==> src/rtl/pmips_control_if.sv <==
// pmips_control_if -- ID-stage control bus of the pMIPS pipeline.
//
// Carries the opcode field from the IF/ID register into the control unit.
// It also carries the decoded controls and the PC stall request back out.
//   opcode    : 4-bit opcode from IF/ID
//   PCControl : PC source request (00 PC+2/hold, 01 branch, 10 jump)
//   RegWrite, RegDst, ALUSrc, Branch, Jump, MemWrite, MemRead, MemtoReg :
//               single-bit ID-stage controls latched by ID/EX
//   ALUOp     : ALU select (000 add, 001 sub, 010 and, 011 or, 100 slt)
//   Stall     : holds the PC when 1
// Modports: master = pipeline side (drives opcode), slave = control unit.
interface pmips_control_if;
  logic [3:0] opcode;
  logic [1:0] PCControl;
  logic       RegWrite;
  logic       RegDst;
  logic       ALUSrc;
  logic       Branch;
  logic       Jump;
  logic       MemWrite;
  logic       MemRead;
  logic       MemtoReg;
  logic [2:0] ALUOp;
  logic       Stall;

  modport master (
    output opcode,
    input  PCControl, RegWrite, RegDst, ALUSrc, Branch, Jump,
    input  MemWrite, MemRead, MemtoReg, ALUOp, Stall
  );

  modport slave (
    input  opcode,
    output PCControl, RegWrite, RegDst, ALUSrc, Branch, Jump,
    output MemWrite, MemRead, MemtoReg, ALUOp, Stall
  );
endinterface

==> src/rtl/pmips_control.sv <==
// pmips_control -- ID-stage decoder and hazard stall sequencer for pMIPS.
//
// Ports:
//   clock : pipeline clock, rising edge
//   reset : synchronous, active-high reset
//   bus   : pmips_control_if.slave (opcode in, decoded controls and Stall out)
//
// Operation: in RUN the opcode is decoded combinationally. A hazard opcode
// (0-6, 8) raises Stall in the same cycle and starts a three-cycle bubble
// sequence (STALL state). During the bubbles all controls are forced to 0
// and Stall is held high. No opcode is buffered. After the bubbles, the
// instruction then sitting in IF/ID is decoded.
//
// Optional feature: define PMIPS_CONTROL_JUMP_EN to decode opcode 9 as a
// jump. The jump sets Jump=1 and PCControl=10 and is followed by one bubble.
// Without the macro, opcode 9 is a NOP.
module pmips_control (
  input logic              clock,
  input logic              reset,
  pmips_control_if.slave   bus
);

  typedef enum logic {RUN, STALL} state_t;

  state_t     state_reg, state_next;
  logic [1:0] count_reg, count_next;

  // Raw decode of the opcode, before bubble/reset gating.
  logic [1:0] dec_pc;
  logic       dec_reg_write, dec_reg_dst, dec_alu_src, dec_branch;
  logic       dec_jump, dec_mem_write, dec_mem_read, dec_mem_to_reg;
  logic [2:0] dec_alu_op;
  logic       hazard_op;
  logic       jump_op;

  always_ff @(posedge clock) begin
    if (reset) begin
      state_reg <= RUN;
      count_reg <= 2'd0;
    end else begin
      state_reg <= state_next;
      count_reg <= count_next;
    end
  end

  always_comb begin
    dec_pc         = 2'b00;
    dec_reg_write  = 1'b0;
    dec_reg_dst    = 1'b0;
    dec_alu_src    = 1'b0;
    dec_branch     = 1'b0;
    dec_jump       = 1'b0;
    dec_mem_write  = 1'b0;
    dec_mem_read   = 1'b0;
    dec_mem_to_reg = 1'b0;
    dec_alu_op     = 3'b000;
    jump_op        = 1'b0;
    case (bus.opcode)
      4'd0, 4'd1, 4'd2, 4'd3, 4'd4: begin
        dec_reg_write  = 1'b1;
        dec_reg_dst    = 1'b1;
        dec_mem_to_reg = 1'b1;
        dec_alu_op     = bus.opcode[2:0];
      end
      4'd5: begin
        dec_reg_write  = 1'b1;
        dec_alu_src    = 1'b1;
        dec_mem_to_reg = 1'b1;
      end
      4'd6: begin
        dec_reg_write = 1'b1;
        dec_alu_src   = 1'b1;
        dec_mem_read  = 1'b1;
      end
      4'd7: begin
        dec_alu_src   = 1'b1;
        dec_mem_write = 1'b1;
      end
      4'd8: begin
        dec_branch = 1'b1;
        dec_alu_op = 3'b001;
        dec_pc     = 2'b01;
      end
`ifdef PMIPS_CONTROL_JUMP_EN
      4'd9: begin
        dec_jump = 1'b1;
        dec_pc   = 2'b10;
        jump_op  = 1'b1;
      end
`endif
      default: ;
    endcase
  end

  // Opcodes 0-6 and 8 need three bubbles. Opcode 7 (sw) and the NOPs need none.
  assign hazard_op = (bus.opcode <= 4'd6) || (bus.opcode == 4'd8);

  always_comb begin
    state_next = state_reg;
    count_next = count_reg;
    case (state_reg)
      RUN: begin
        if (hazard_op) begin
          state_next = STALL;
          count_next = 2'd3;
        end else if (jump_op) begin
          state_next = STALL;
          count_next = 2'd1;
        end
      end
      STALL: begin
        // Leave on the edge where the counter reaches 0. Clamp at 0, never wrap.
        if (count_reg <= 2'd1) begin
          count_next = 2'd0;
          state_next = RUN;
        end else begin
          count_next = count_reg - 2'd1;
        end
      end
      default: begin
        state_next = RUN;
        count_next = 2'd0;
      end
    endcase
  end

  // Output gating: reset forces all outputs to 0, and STALL forces a bubble.
  always_comb begin
    bus.PCControl = 2'b00;
    bus.RegWrite  = 1'b0;
    bus.RegDst    = 1'b0;
    bus.ALUSrc    = 1'b0;
    bus.Branch    = 1'b0;
    bus.Jump      = 1'b0;
    bus.MemWrite  = 1'b0;
    bus.MemRead   = 1'b0;
    bus.MemtoReg  = 1'b0;
    bus.ALUOp     = 3'b000;
    bus.Stall     = 1'b0;
    if (!reset) begin
      if (state_reg == STALL) begin
        bus.Stall = 1'b1;
      end else begin
        bus.PCControl = dec_pc;
        bus.RegWrite  = dec_reg_write;
        bus.RegDst    = dec_reg_dst;
        bus.ALUSrc    = dec_alu_src;
        bus.Branch    = dec_branch;
        bus.Jump      = dec_jump;
        bus.MemWrite  = dec_mem_write;
        bus.MemRead   = dec_mem_read;
        bus.MemtoReg  = dec_mem_to_reg;
        bus.ALUOp     = dec_alu_op;
        bus.Stall     = hazard_op | jump_op;
      end
    end
  end

endmodule

==> src/flat_wrapper.sv <==
// flat-port wrapper written by rule: the top's interface ports become plain ports
module pmips_control_flat 
  (clock, reset, bus_opcode, bus_PCControl, bus_RegWrite, bus_RegDst, bus_ALUSrc, bus_Branch, bus_Jump, bus_MemWrite, bus_MemRead, bus_MemtoReg, bus_ALUOp, bus_Stall);
  pmips_control_if bus_i ();
  input logic clock;
  input logic reset;
  input wire logic [$bits(bus_i.opcode)-1:0] bus_opcode;
  output wire logic [$bits(bus_i.PCControl)-1:0] bus_PCControl;
  output wire logic [$bits(bus_i.RegWrite)-1:0] bus_RegWrite;
  output wire logic [$bits(bus_i.RegDst)-1:0] bus_RegDst;
  output wire logic [$bits(bus_i.ALUSrc)-1:0] bus_ALUSrc;
  output wire logic [$bits(bus_i.Branch)-1:0] bus_Branch;
  output wire logic [$bits(bus_i.Jump)-1:0] bus_Jump;
  output wire logic [$bits(bus_i.MemWrite)-1:0] bus_MemWrite;
  output wire logic [$bits(bus_i.MemRead)-1:0] bus_MemRead;
  output wire logic [$bits(bus_i.MemtoReg)-1:0] bus_MemtoReg;
  output wire logic [$bits(bus_i.ALUOp)-1:0] bus_ALUOp;
  output wire logic [$bits(bus_i.Stall)-1:0] bus_Stall;
  assign bus_i.opcode = bus_opcode;
  assign bus_PCControl = bus_i.PCControl;
  assign bus_RegWrite = bus_i.RegWrite;
  assign bus_RegDst = bus_i.RegDst;
  assign bus_ALUSrc = bus_i.ALUSrc;
  assign bus_Branch = bus_i.Branch;
  assign bus_Jump = bus_i.Jump;
  assign bus_MemWrite = bus_i.MemWrite;
  assign bus_MemRead = bus_i.MemRead;
  assign bus_MemtoReg = bus_i.MemtoReg;
  assign bus_ALUOp = bus_i.ALUOp;
  assign bus_Stall = bus_i.Stall;
  pmips_control u_core (.clock(clock), .reset(reset), .bus(bus_i));
endmodule
==> config.mk <==
export PLATFORM = sky130hd
export DESIGN_NAME = pmips_control_flat
export DESIGN_NICKNAME = d
export VERILOG_FILES = /design/src/rtl/pmips_control_if.sv /design/src/rtl/pmips_control.sv /design/src/flat_wrapper.sv
export SDC_FILE = /design/constraint.sdc
export NUM_CORES = 1
export LEC_CHECK = 0
export ABC_CLOCK_PERIOD_IN_PS = 1900
export CORE_AREA = 2 2 39 41
export DETAILED_ROUTE_END_ITERATION = 8
export DIE_AREA = 0 0 41 43
export DONT_BUFFER_PORTS = 1
export PLACE_DENSITY_LB_ADDON = 0.15
export RECOVER_POWER = 50
export SETUP_SLACK_MARGIN = 0.5
export SLEW_MARGIN = 10
export SYNTH_ARGS = -nofsm -noshare
export SYNTH_HDL_FRONTEND = slang
export SYNTH_SLANG_ARGS = --single-unit
==> constraint.sdc <==
create_clock -name clock -period 1.9 [get_ports clock]
set_clock_uncertainty 0.2 [all_clocks]
set_input_delay 0.38 -clock clock [delete_from_list [all_inputs] [get_ports clock]]
set_output_delay 0.38 -clock clock [all_outputs]
set_load 0.01 [all_outputs]
Word-level counts from Yosys, hierarchy flattened:

Index checks and enable logic that the tools add are counted.

* reductions and logical operators: 6
* equality and inequality tests: 9
* magnitude comparators: 2
* add/sub/neg operators: 1
* mux-type cells: 35
* bitwise gates (word level): 1

Operators by type and width (number)
* $mux 1: 27
* $eq 4x3->1 const B: 4
* $eq 4x2->1 const B: 2
* $reduce_or 7->1: 1
* $mux 2: 3
* $mux 3: 2
* $pmux 3 s2: 1
* $reduce_or 6->1: 1
* $reduce_or 5->1: 1
* $eq 4x1->1 const B: 1
* $eq 4x4->1 const B: 1
* $le 4x3->1 const B: 1
* $logic_not 4->1: 1
* $pmux 2 s2: 1
* $reduce_or 3->1: 1
* $le 2x1->1 const B: 1
* $ne 2x1->1 const B: 1
* $pmux 1 s2: 1
* $sub 2x1->2 const B: 1
* $logic_or 1x1->1: 1
* $not 1->1: 1

* output and inout bits: 14
* input port bits: 6
* word-level logic and storage cells: 56
* flip-flop bits (word level): 3

Logic depth before layout (Yosys ltp):

Gate-level depths: netlist of the first run.

* depth after elaboration: 5
* depth in mapped cells: 4
* depth with buffers taken out: 3

Worst setup path before layout of the first run:

Ideal clock, no wire load.

* path type: input port to output port
* start point: in bus_opcode[3]
* end point: out bus_ALUOp[1]
* arrival: 1130 ps
* data required time: 1320 ps
* slack: 190 ps
* cell stages on the path: 3
* buffers on the path: 1
* cells stage by stage: or3_1 buf_6 nor3b_2

* word-level cells in the longest chain between the ends: 5
* elaborated cells on any way between the ends: 10
* classes of those cells: eq/ne (5); mux (3); reduce/logical (2)

RTL lines
* start, declared: RTL line flat_wrapper.sv:7 `input wire logic [$bits(bus_i.opcode)-1:0] bus_opcode;`
* $eq 4x1->1, or another cell as far along: RTL line pmips_control.sv:58 `case (bus.opcode)`
* $reduce_or 5->1: RTL line pmips_control.sv:58
* $pmux 3 s2 *: RTL line pmips_control.sv:58
* $mux 3 *: RTL line pmips_control.sv:141 `if (state_reg == STALL) begin`
* $mux 3 *: RTL line pmips_control.sv:140 `if (!reset) begin`
* end, declared: RTL line flat_wrapper.sv:17 `output wire logic [$bits(bus_i.ALUOp)-1:0] bus_ALUOp;`

Every way passes the cells marked *; elsewhere a longest branch is shown, timed or not.

Worst setup path after layout of the first run:

* start point: reg u_core.state_reg
* end point: out bus_ALUOp[1]

* word-level cells in the longest chain between the ends: 2

RTL lines
* start, declared: RTL line pmips_control.sv:25 `state_t state_reg, state_next;`
* start signal, assigned: RTL line pmips_control.sv:41 `state_reg <= state_next;`
* $mux 3: RTL line pmips_control.sv:141
* $mux 3: RTL line pmips_control.sv:140

No other way between the ends.

==> results of run 1 <==
==> how the worst min path moves through the flow <==
stage                                                 from                                to  slack [ps]  cells past startpoint
after floorplan           u_core.count_reg[1]$_SDFFE_PP0P_  u_core.count_reg[1]$_SDFFE_PP0P_         270                      2
after global placement    u_core.count_reg[1]$_SDFFE_PP0P_  u_core.count_reg[1]$_SDFFE_PP0P_         290                      2
after detailed placement  u_core.count_reg[1]$_SDFFE_PP0P_  u_core.count_reg[1]$_SDFFE_PP0P_         300                      2
after CTS                                            reset  u_core.count_reg[0]$_SDFFE_PP0P_          60                      1
after global routing                                 reset  u_core.count_reg[0]$_SDFFE_PP0P_          80                      1
final                                                reset  u_core.count_reg[0]$_SDFFE_PP0P_          60                      1
==> what timing repair did <==
action                     in CTS  in global routing
setup endpoints to repair      12                 12
gates resized for setup         6                  0
setup buffers                   1                  0
pin swaps                       6                  0
==> critical path: cells and delay by family, from the launching register on <==
kind / cells / cell delay [ps]
flops: 1 / 310
simple gates: 2 / 670
==> stage by stage <==
step | setup slack [ps] | cell area [sq um]
final | 102 | 377
after CTS | 65.9 | 400
after detailed placement | 67.7 | 348
after floorplan | 217 | 410
after global placement | 98.9 | 348
after global routing | 68.6 | 377
==> report_power, final <==
part	switching, mW	internal (mW)	leakage [nW]
clock network	0.0354	0.0789	0.0150
registers	0.00563	0.0745	0.0251
logic	0.0379	0.0276	0.0948
total	0.0789	0.181	0.135
==> cell type report <==
| cell class | count | area [sq um] |
|---|---|---|
| clock buffers | 4 | 26.3 |
| fillers | 159 | 1010 |
| inverters | 2 | 7.51 |
| multi-input cells | 32 | 259 |
| flip-flops and latches | 3 | 60.1 |
| well taps | 16 | 20.0 |
| repair buffers | 1 | 3.75 |
==> cell families after synthesis <==
family / share of synthesized area
AND/OR/NAND/NOR: 0.384
AO/OA/AOI/OAI: 0.194
buffers and inverters: 0.173
flip-flops: 0.203
multiplexers: 0.0338
other: 0.0126
==> cells in the final DEF (no fill, tap or decap) <==
master    Yosys  routed
nor2b_2       0       1
nand2b_1      1       1
mux2i_1       1       1
o21ai_4       0       1
conb_1        1       2
nor3b_4       0       1
dfxtp_1       3       3
inv_1         2       2
or3_4         0       1
clkbuf_4      0       3
clkbuf_1      0       2
a22oi_1       1       1
nor3_4        0       2
nand3_1       1       1
nor2_1        4       3
nor2b_1       5       4
a21oi_1       5       2
and3_1        1       1
o21ai_0       3       4
nor4_4        0       1
a21oi_2       0       3
nand2_1       1       1
nor2_4        0       1
==> layer usage <==
layer / track usage / up-vias / wire [um]
met5: 0 / - / 0
met4: 0.100 / 0 / 14
li1: - / 137 / -
met3: 0.0471 / 2 / 91
met2: 0.138 / 16 / 339
met1: 0.115 / 130 / 263
==> summary.txt, run 1 <==
Status
  – Status: finished, final reports clean

Finish
  – Max reg flops: 2
  – Share of layout cells above drive strength 1: 0.333
  – Layout Nets: between 40 and 50
  – Ant diodes: 0
  – Final std cells w/o fill: between 50 and 60
  – Area delta synth->final: 27.0%
  – Finished Core Util: 0.272

Critical path
  – Reg2reg start: u_core.state_reg$_SDFF_PP0_
  – R2R Setup Slk: 560 ps
  – Worst-path maximum fanout: 8
  – Worst Setup Path Type: register to primary output
  – Crit path to: bus_ALUOp[1]
  – Arr. time, crit path: approximately 1200 ps
  – Reg2Reg Depth: 4
  – Worst setup startpoint: u_core.state_reg$_SDFF_PP0_
  – Crit-path slowest cell: or3_4
  – Worst r2r dst: u_core.count_reg[1]$_SDFFE_PP0P_
  – Req. time, crit path: between 1000 and 1500 ps
  – CP Launch Type: register
  – Crit end category: primary output
  – Worst path cell trace: or3_4 -> nor3b_4
  – Slowest stage delay, CP: around 410 ps

Global route
  – First-pass GRT wire length: between 1000 and 1500 um
  – Largest net degree at the start of global routing: 10
  – GRT Resource Usage Total: 0.104
  – Grt ovf: 0
  – Vias in the first global route: 279
  – Initial antenna violation count: 0

Floorplan
  – Die area: 1760 sq um
  – Die width: 41 um
  – Die height: approximately 43 um
  – Placement row count: 14
  – Core Region: between 1000 and 1500 sq um
  – Ports: 20
  – Starting density of the core: 0.214

Clock network
  – Clock Tree Root: clkbuf_4
  – Worst skew pair latency: between 200 and 250 ps
  – H-tree depth: 1
  – Total clock buffers created by CTS: 3
  – CTS Sinks: 3
  – CTS tree: done
  – CTS Buffer Depth: 2
  – Worst-path clk slew: around 40 ps
  – CTS hold repair buffers: 0

Drt
  – TritonRoute pass-1 iters: 2
  – Final WL: 709 um
  – Antenna viol nets, final: 0
  – Number of vias per cell: 4.91
  – DRC: 0
  – Avg WL per Cell: roughly 12 um
  – Via count: 285
  – Initial DRC count: 3

Power
  – Leakage power: approximately 0.13 nW
  – Worst vdd ir: roughly 110 uV
  – Tot Pwr: 260 uW
  – Power Dens Cells: between 600 and 700 nW/um^2

Place
  – Dpl cells: 53
  – DPL Wire Length: 552 um
  – Gpl congestion: roughly 0.66
  – # port buffers: 0

Yosys
  – Number of flops mapped to enable cells by yosys: 0
  – Post-synth top area share: 0.203
  – Syn_area_per_cell: approximately 7.1 sq um
  – Most common flop cell mapped by yosys: dfxtp_1
  – Post-synthesis sequential area ratio: 0.203
  – Synth warn: 0
  – Synth area leader: dfxtp_1
  – Leading post-synthesis cells by cell area: dfxtp_1 (20%), nor2b_1 (11%), a21oi_1 (8.4%)
  – Most frequent cells after synthesis: a21oi_1 (5), nor2b_1 (5), nor2_1 (4)
  – Synth unique cells: 23
  – Post-Syn Instances: between 40 and 50
  – Synth async-reset ratio: 0
  – Yosys reg bits: 3
  – Post-Syn Area: slightly below 300 sq um

Timing
  – Setup TNS: 0 ps
  – Fin Hold WS: 63.7 ps
  – Peak Freq: between 500 and 600 MHz
  – Max-slew violation count: 0
  – RSZ-0062 raised after global routing: yes
  – Period Utilization, post-route: 0.946
  – Tmin final: between 1500 and 2000 ps
  – Final hold violations: 0
  – Setup violations, final: 0

Hold path
  – Hold Path Class: input port to register

Flow run
  – Max cap viols: 0
No activity file was read; power rests on OpenSTA's default activity.
==> run 2, diff against run 1 <==
Settings changed: PLACE_DENSITY set to 0.39, PLACE_DENSITY_LB_ADDON 0.15 to unset, SLEW_MARGIN 10 to unset.
==> summary.txt, run 2 (synthesized netlist as in run 1, its figures left out) <==
Timing
  – Final hold violations: 0 (unchanged)
  – Max-slew violation count: 0 (unchanged)
  – RSZ-0062 raised after global routing: yes
  – Setup TNS: 0 ps (unchanged)
  – Setup violations, final: 0 (unchanged)
  – Setup ws final: 88.1 ps (-13.6 ps)
  – Tmin final: 1810 ps (+13.6 ps)
  – Peak Freq: 552 MHz (-0.75%)
  – Period Utilization, post-route: 0.954 (+0.00716)

Critical path
  – CP Launch Type: register
  – Arr. time, crit path: 1230 ps (about the same)
  – Slowest stage delay, CP: 420 ps (about the same)
  – Crit-path slowest cell: or3_4
  – Worst Setup Path Type: register to primary output
  – Req. time, crit path: 1320 ps (about the same)
  – Crit end category: primary output
  – Worst-path maximum fanout: 8 (unchanged)
  – Worst path cell trace: or3_4 -> nor3b_4

Global route
  – Largest net degree at the start of global routing: 10 (unchanged)
  – Vias in the first global route: 291 (+4.3%)
  – Initial antenna violation count: 0 (unchanged)
  – GRT Resource Usage Total: 0.113 (+0.00925)
  – Grt ovf: 0 (unchanged)
  – First-pass GRT wire length: 1270 um (+4.5%)

Place
  – DPL Wire Length: 581 um (+5.4%)
  – Gpl congestion: 0.668 (+1.1%)
  – # port buffers: 0 (unchanged)
  – Place WS: 68.4 ps (+0.725 ps)

Floorplan
  – Die height: 43 um (unchanged)
  – Placement row count: 14 (unchanged)
  – Die width: 41 um (unchanged)
  – Ports: 20 (unchanged)
  – Starting density of the core: 0.214 (unchanged)
  – Die area: 1760 sq um (unchanged)
  – Core Region: 1380 sq um (unchanged)

Clock network
  – CTS Sinks: 3 (unchanged)
  – Clock Tree Root: clkbuf_4
  – Worst skew pair latency: 240 ps (about the same)
  – H-tree depth: 1 (unchanged)
  – Total clock buffers created by CTS: 3 (unchanged)
  – CTS tree: done
  – CTS Buffer Depth: 2 (unchanged)
  – Worst-path clk slew: 40 ps (about the same)
  – CTS hold repair buffers: 0 (unchanged)

Drt
  – Avg WL per Cell: 13.9 um (+14%)
  – Final WL: 806 um (+14%)
  – Antenna viol nets, final: 0 (unchanged)
  – TritonRoute pass-1 iters: 2 (unchanged)
  – Number of vias per cell: 4.95 (+0.70%)
  – Via count: 287 (+0.70%)
  – Initial DRC count: 1 (-2)
  – DRC: 0 (unchanged)

Finish
  – Finished Core Util: 0.278 (+0.00543)
  – Layout Nets: 49 (unchanged)
  – Max reg flops: 2 (unchanged)
  – Fillers: 159 (unchanged)
  – Commonest non-fill, non-tap cell in the layout: o21ai_0
  – Ant diodes: 0 (unchanged)
  – Area delta synth->final: 29.5%
  – Commonest non-fill, non-tap cells in the layout: o21ai_0 (4), nor2b_1 (3), a21oi_2 (3), nor2_1 (3), clkbuf_4 (3)
  – Share of layout cells above drive strength 1: 0.429 (+0.0952)

Status
  – Status: finished, final reports clean

Power
  – Worst vdd ir: 154 uV (+42%)
  – Power Dens Cells: 691 nW/um^2 (+0.19%)
  – Leakage power: 0.135 nW (+0.30%)
  – Tot Pwr: 266 uW (+2.2%)

Flow run
  – Max cap viols: 0 (unchanged)

Hold path
  – Hold Path Class: input port to register
## run 2: changes by cell type in the layout (fill, tap and decap cells not counted)
cell     before  now
and3_1        1    0
and3_2        0    1
dfxtp_1       3    2
dfxtp_4       0    1
inv_1         2    1
inv_2         0    1
nor2b_1       4    3
nor2b_2       1    2
## run 2: report_power, final
group	leakage, nW	switching [mW]	internal [mW]
clock network	0.0150	0.0358	0.0789
registers	0.0257	0.00626	0.0753
logic	0.0947	0.0412	0.0281
## run 2: worst paths after layout
check                                                       from                                to  slack, ps  cells after the start
worst min register to register  u_core.count_reg[1]$_SDFFE_PP0P_       u_core.state_reg$_SDFF_PP0_        300                      2
worst min-delay path                                       reset  u_core.count_reg[0]$_SDFFE_PP0P_         80                      1
worst max-delay path                 u_core.state_reg$_SDFF_PP0_                      bus_ALUOp[1]         90                      2
worst max register to register       u_core.state_reg$_SDFF_PP0_  u_core.count_reg[0]$_SDFFE_PP0P_        530                      4
## run 2: stage by stage
| step | hold WS, ps | area (sq um) | cells |
|---|---|---|---|
| floorplan | 271 | 410 | 43 |
| global placement | 287 | 348 | 53 |
| detailed placement | 298 | 348 | 53 |
| CTS | 73.8 | 403 | 58 |
| global route | 95.9 | 384 | 58 |
| finish | 77.0 | 384 | 58 |
## run 2: final cells by class
class | instances | area, sq um | area share
Timing Repair Buffer | 1 | 3.75 | 0.00977
Tap cell | 16 | 20.0 | 0.0521
Inverter | 2 | 7.51 | 0.0195
Sequential cell | 3 | 63.8 | 0.166
Clock buffer | 4 | 26.3 | 0.0684
Multi-Input combinational cell | 32 | 263 | 0.684
## run 2: repair_timing
item	4_1_cts	5_1_grt
setup buffers	1	0
pin swaps	5	2
gates resized for setup	7	2
setup endpoints to repair	12	12
## run 2: critical path: cells and delay by family (launching register included)
| kind | cells | cell delay [ps] |
|---|---|---|
| AND/OR/NAND/NOR | 2 | 670 |
| flip-flops | 1 | 330 |
## run 2: metal layers
layer  share of wire  GRT usage
met3           0.079     0.0628
met2            0.50      0.156
met4           0.029      0.100
met5               0          0
met1            0.39      0.116
